--- src/rtl/mcc_vec_loader.sv ---
// mcc_vec_loader: fetches up to CROSSBAR_SIZE words from memory and packs them
// into one flat vector for the MCC controller's LOAD_SUB_* states.
// Optional build macro MCC_VLD_TIMEOUT_EN adds a per-word wait limit that aborts
// the load with err=1; without it err is tied low and REQ waits indefinitely.
module mcc_vec_loader #(
    parameter int unsigned DATA_WIDTH     = 32,
    parameter int unsigned ADDR_WIDTH     = 32,
    parameter int unsigned CROSSBAR_SIZE  = 32,
    parameter int unsigned CNT_WIDTH      = 6,
    parameter int unsigned ADDR_STEP      = 4,
    parameter int unsigned TIMEOUT_CYCLES = 255
) (
    input  logic                                clk,
    input  logic                                rstn,
    input  logic                                start,
    input  logic [ADDR_WIDTH-1:0]               base_addr,
    input  logic [CNT_WIDTH-1:0]                len,
    output logic                                busy,
    output logic                                done,
    output logic                                err,
    output logic                                vec_valid,
    output logic [DATA_WIDTH*CROSSBAR_SIZE-1:0] vec_out,
    output logic [ADDR_WIDTH-1:0]               mem_addr,
    output logic                                mem_en,
    input  logic                                mem_rdy,
    input  logic [DATA_WIDTH-1:0]               mem_data_in
);

    localparam int unsigned          VecWidth = DATA_WIDTH * CROSSBAR_SIZE;
    localparam logic [CNT_WIDTH-1:0] MaxLen   = CNT_WIDTH'(CROSSBAR_SIZE);
    localparam logic [ADDR_WIDTH-1:0] Step    = ADDR_WIDTH'(ADDR_STEP);

    typedef enum logic [1:0] {StIdle, StReq, StFin} state_e;

    state_e                 state_q, state_d;
    logic [CNT_WIDTH-1:0]   len_q, len_d;
    logic [CNT_WIDTH-1:0]   idx_q, idx_d;
    logic [ADDR_WIDTH-1:0]  addr_q, addr_d;
    logic [VecWidth-1:0]    vec_q, vec_d;
    logic                   valid_q, valid_d;
    logic                   err_q, err_d;
    logic [CNT_WIDTH-1:0]   len_eff;
    logic                   timeout;

    // Oversized requests are clamped to the slot count, never wrapped.
    assign len_eff = (len > MaxLen) ? MaxLen : len;

`ifdef MCC_VLD_TIMEOUT_EN
    localparam int unsigned WaitWidth = $clog2(TIMEOUT_CYCLES + 1);

    logic [WaitWidth-1:0] wait_q, wait_d;

    // Fires on the stall cycle that brings the wait count up to the limit.
    assign timeout = (state_q == StReq) && !mem_rdy &&
                     (wait_q == WaitWidth'(TIMEOUT_CYCLES - 1));

    // Wait counter: cleared outside REQ and on every capture, counts stalls.
    always_comb begin
        wait_d = '0;
        if (state_q == StReq && !mem_rdy) begin
            wait_d = wait_q + 1'b1;
        end
    end

    // Wait counter register.
    always_ff @(posedge clk or negedge rstn) begin
        if (!rstn) begin
            wait_q <= '0;
        end else begin
            wait_q <= wait_d;
        end
    end
`else
    assign timeout = 1'b0;
`endif

    // Next-state, capture and address advance.
    always_comb begin
        state_d = state_q;
        len_d   = len_q;
        idx_d   = idx_q;
        addr_d  = addr_q;
        vec_d   = vec_q;
        valid_d = valid_q;
        err_d   = err_q;
        unique case (state_q)
            StIdle: begin
                if (start) begin
                    vec_d   = '0;
                    valid_d = 1'b0;
                    err_d   = 1'b0;
                    if (len_eff == '0) begin
                        state_d = StFin;
                    end else begin
                        len_d   = len_eff;
                        idx_d   = '0;
                        addr_d  = base_addr;
                        state_d = StReq;
                    end
                end
            end
            StReq: begin
                if (mem_rdy) begin
                    for (int i = 0; i < CROSSBAR_SIZE; i++) begin
                        if (idx_q == CNT_WIDTH'(i)) begin
                            vec_d[i*DATA_WIDTH +: DATA_WIDTH] = mem_data_in;
                        end
                    end
                    idx_d  = idx_q + 1'b1;
                    addr_d = addr_q + Step;
                    if (idx_q == len_q - 1'b1) begin
                        state_d = StFin;
                    end
                end else if (timeout) begin
                    err_d   = 1'b1;
                    state_d = StFin;
                end
            end
            StFin: begin
                valid_d = !err_q;
                state_d = StIdle;
            end
            default: state_d = StIdle;
        endcase
    end

    // State and datapath registers.
    always_ff @(posedge clk or negedge rstn) begin
        if (!rstn) begin
            state_q <= StIdle;
            len_q   <= '0;
            idx_q   <= '0;
            addr_q  <= '0;
            vec_q   <= '0;
            valid_q <= 1'b0;
            err_q   <= 1'b0;
        end else begin
            state_q <= state_d;
            len_q   <= len_d;
            idx_q   <= idx_d;
            addr_q  <= addr_d;
            vec_q   <= vec_d;
            valid_q <= valid_d;
            err_q   <= err_d;
        end
    end

    assign busy      = (state_q != StIdle);
    assign done      = (state_q == StFin);
    assign mem_en    = (state_q == StReq);
    assign mem_addr  = addr_q;
    assign vec_out   = vec_q;
    assign vec_valid = valid_q;
    assign err       = err_q;

endmodule

--- config.mk ---
export PLATFORM = sky130hd
export DESIGN_NAME = mcc_vec_loader
export DESIGN_NICKNAME = d
export VERILOG_FILES = /design/src/rtl/mcc_vec_loader.sv
export SDC_FILE = /design/constraint.sdc
export NUM_CORES = 2
export LEC_CHECK = 0
export ABC_AREA = 1
export CAP_MARGIN = 20
export CORE_AREA = 2 2 446 448
export CTS_CLUSTER_DIAMETER = 80
export CTS_CLUSTER_SIZE = 25
export DETAILED_ROUTE_END_ITERATION = 10
export DIE_AREA = 0 0 448 450
export PLACE_DENSITY = 0.43
export SETUP_SLACK_MARGIN = 0.4
export SLEW_MARGIN = 40
export SYNTH_ARGS = -nofsm -noshare
export SYNTH_HDL_FRONTEND = slang
export SYNTH_SLANG_ARGS = --single-unit
--- constraint.sdc ---
create_clock -name clk -period 2.25 [get_ports clk]
set_input_delay 0.225 -clock clk [delete_from_list [all_inputs] [get_ports clk]]
set_output_delay 0.225 -clock clk [all_outputs]
set_load 0.005 [all_outputs]
==> metrics.txt <==
status=finished, final reports clean; initial DRC count=around 3,200; measured slew at the worst slew-check pin=600 ps; part of the cycle the worst path needs=about nine tenths; Synth Warn #=0; Tot GR Track Use=between 20 and 25%; Slew Limit Headroom=60.0%; Power Dens Cells=1550 nW/um^2; design area=between 70,000 and 80,000 sq um; Syn-to-layout area delta=82.8%; FF-to-FF setup slack=a little under 200 ps; Top cell by count, worst path=buf_12; RSZ-0062 raised after global routing=true; core area=197,000 sq um; Post-synth EDFFs=0; CTS Buf Count=just over 80; fmax=just under 500 MHz; crit path time final=just over 2000 ps; final hold slack=between 100 and 150 ps; vias per cell=roughly 4.6; row count=about 160; DRC viols=0; first-pass GRT wire length=around 290 mm; Slowest-stage cell, CP=dfrtp_2; sum of negative setup slack=0 ps; clock sink count=around 1,100; Boundary Pins=approximately 1,100; Seq/Total Area, Yosys=between 60 and 70%; most frequent cell after synthesis=nand2_1; Pre-antenna DRT Iters=5; min-delay src=base_addr[11]; DRT Wirelength=275 mm; cells on worst reg2reg path=13; Async SR Flop Fraction=100%; gr ovfl total=0; Worst path top cell family by delay=buffers and inverters; initial core utilization=approximately a fifth; largest net degree at the start of global routing=99; CP Capture Type=register; clock latency at the later pin of the worst-skew pair=approximately 800 ps; WS Path Type=reg -> reg; Final ANT Viol Nets=0; H-Tree Level Count=3; R2R Path End=vec_out[643]$_DFFE_PN0P_; chip width=about 450 um; DPL Wire Length=approximately 130 mm; RD Place Congestion=0.829; placed standard-cell area=roughly 56,000 sq um; Main synth FF type=dfrtp_1; worst r2r src=state_q[0]$_DFFE_PN0P_; Layout Skew=approximately 73 ps; Buf/Inv on CP=7; final hold violation count=0; Final Power=114,000 uW; Worst Setup Start Kind=register; Leakage Power=between 0.04 and 0.05 uW; peak per-stage delay on the critical path=around 410 ps; Cell Count, Final, Fillers Out=8,391; Synth top area share=between 60% and 70%; Hold Path Class=in -> reg; Post-Synthesis Cells=between 4,000 and 5,000; initial antenna violation count=34; CP Max Fanout=8; Placed Cells=about 7,700; Hold Path Stages=5; Hold EP=mem_addr[11]$_DFFE_PN0P_; layout cell share with drive strength beyond 1=approximately a third; Distinct cells, synth=35; syn nets=just over 4,000; vias in the first global route=33,300; clk buf depth=3; leading area contributor after synthesis=dfrtp_1; nets=~5,800; maxcap violations=0; via count=39,000; CTS Root Cell=clkbuf_16; worst path cell trace=buf_6 > nand2_4 > buf_6 > or2_4 > nand3_4 > inv_8 > buf_12 > buf_12 > nand2_8 > buf_12 > clkbuf_16 > nand2_2 > o21ai_1; Die Span Y=450 um; CTS tree=done; Worst-path clk slew=about 100 ps; wire per inst=approximately 33 um; IO Port Bufs=around 1,100; synthesized area=just over 40,000 sq um; synthesized area per cell=~9.9 sq um; worst vdd ir=0.779 mV; CP required=2920 ps; number of slew-limit violations in the final report=0; Post-synth top cells=nand2_1, dfrtp_1, o21ai_1, o21ai_0, nor2_1; worst path arrival time=approximately 2700 ps; Die ar.=202,000 sq um; setup violators final=0; Synth area leaders=dfrtp_1, nand2_1, o21ai_1; Yosys reg bits=roughly 1,100
==> where the power goes <==
| group | switching (uW) | leakage (uW) | internal (uW) |
|---|---|---|---|
| combinational | 34300 | 0.0277 | 29800 |
| sequential | 5390 | 0.0135 | 27500 |
| clock | 9220 | 0.00148 | 7990 |
| total | 48900 | 0.0427 | 65300 |
==> stage by stage <==
step / setup WS, ps / utilization, %
global route: 139 / 37.5
floorplan: 561 / -
detailed placement: 114 / 28.4
finish: 196 / 37.5
CTS: 174 / 30.9
global placement: 167 / 28.4
==> flip-flops by register name, summed over array words and instances, names as in the netlist <==
signal and count:
vec_valid 1, mem_addr 32, state_q 2, vec_out 1024, len_q 6, idx_q 6
==> worst max-delay path by stage <==
stage                            from  cells after the start                        to
2_1_floorplan    idx_q[0]$_DFFE_PN0P_                      8   vec_out[67]$_DFFE_PN0P_
3_3_place_gp   state_q[1]$_DFFE_PN0P_                      7  vec_out[209]$_DFFE_PN0P_
3_5_place_dp   state_q[1]$_DFFE_PN0P_                      7  vec_out[817]$_DFFE_PN0P_
4_1_cts        state_q[0]$_DFFE_PN0P_                      5                    mem_en
5_1_grt        state_q[0]$_DFFE_PN0P_                     12   vec_out[10]$_DFFE_PN0P_
6_report       state_q[0]$_DFFE_PN0P_                     13  vec_out[643]$_DFFE_PN0P_
==> layout make-up <==
cell class | instances | area [sq um]
Tap cell | 2640 | 3300
Antenna cell | 10 | 25.0
Multi-Input combinational cell | 2614 | 15900
Clock inverter | 62 | 857
Clock buffer | 93 | 2180
Fill cell | 19600 | 123000
Inverter | 45 | 184
Sequential cell | 1071 | 26800
Timing Repair Buffer | 1856 | 24500
==> routing by layer <==
layer	vias to the layer above	global-route usage (%)	routed length (um)
met4	0	7.16	14400
met1	20200	24.2	105000
li1	16700	-	-
met5	-	0	0
met3	445	4.87	20800
met2	1700	35.5	135000
==> cell families after synthesis <==
logic type | count (synthesis) | share of synthesized area [%]
buf+inv | 367 | 4.43
simple gates | 1524 | 15.2
other cells | 1 | 0.00930
fa+ha+maj | 6 | 0.186
compound gates | 1077 | 13.5
flops | 1071 | 66.5
xor+xnor | 6 | 0.130
==> tightest hold or removal path: stages <==
cell and delay (ps):
clkdlybuf4s50_1 400, nand2_1 70, nand2_1 50, nand2_1 40, o21ai_0 70
==> layout by cell type, fill, tap and decap left out, types with 10 or more instances in the layout <==
master / synthesis / final
nand2_1: 1165 / 741
o21ai_0: 423 / 202
nand3b_1: 13 / 13
dlygate4sd2_1: 0 / 206
dfrtp_1: 1071 / 1050
a21oi_1: 133 / 69
a21oi_2: 0 / 64
nor2_2: 4 / 27
nor2_4: 1 / 53
clkinv_8: 0 / 11
o21ai_1: 509 / 447
buf_12: 0 / 138
dlymetal6s2s_1: 0 / 844
inv_1: 40 / 37
dfrtp_2: 0 / 21
buf_16: 0 / 75
nand2_2: 0 / 233
buf_6: 1 / 57
o21ai_2: 0 / 283
nand2_8: 0 / 36
buf_8: 3 / 26
inv_6: 0 / 13
nor2_1: 227 / 152
clkdlybuf4s50_1: 0 / 72
clkbuf_16: 0 / 210
nand2_4: 28 / 183
inv_8: 0 / 15
buf_4: 39 / 300
nand3_1: 73 / 72
diode_2: 0 / 10
==> what timing repair did <==
action	4_1_cts	5_1_grt
endpoints found under the hold margin	533	0
pin swaps	3	51
setup endpoints to repair	2052	1868
gates resized for setup	343	2354
setup buffers	54	277
gates cloned	38	184
hold buffers	4	0
Power figures use the tool's default switching activity.
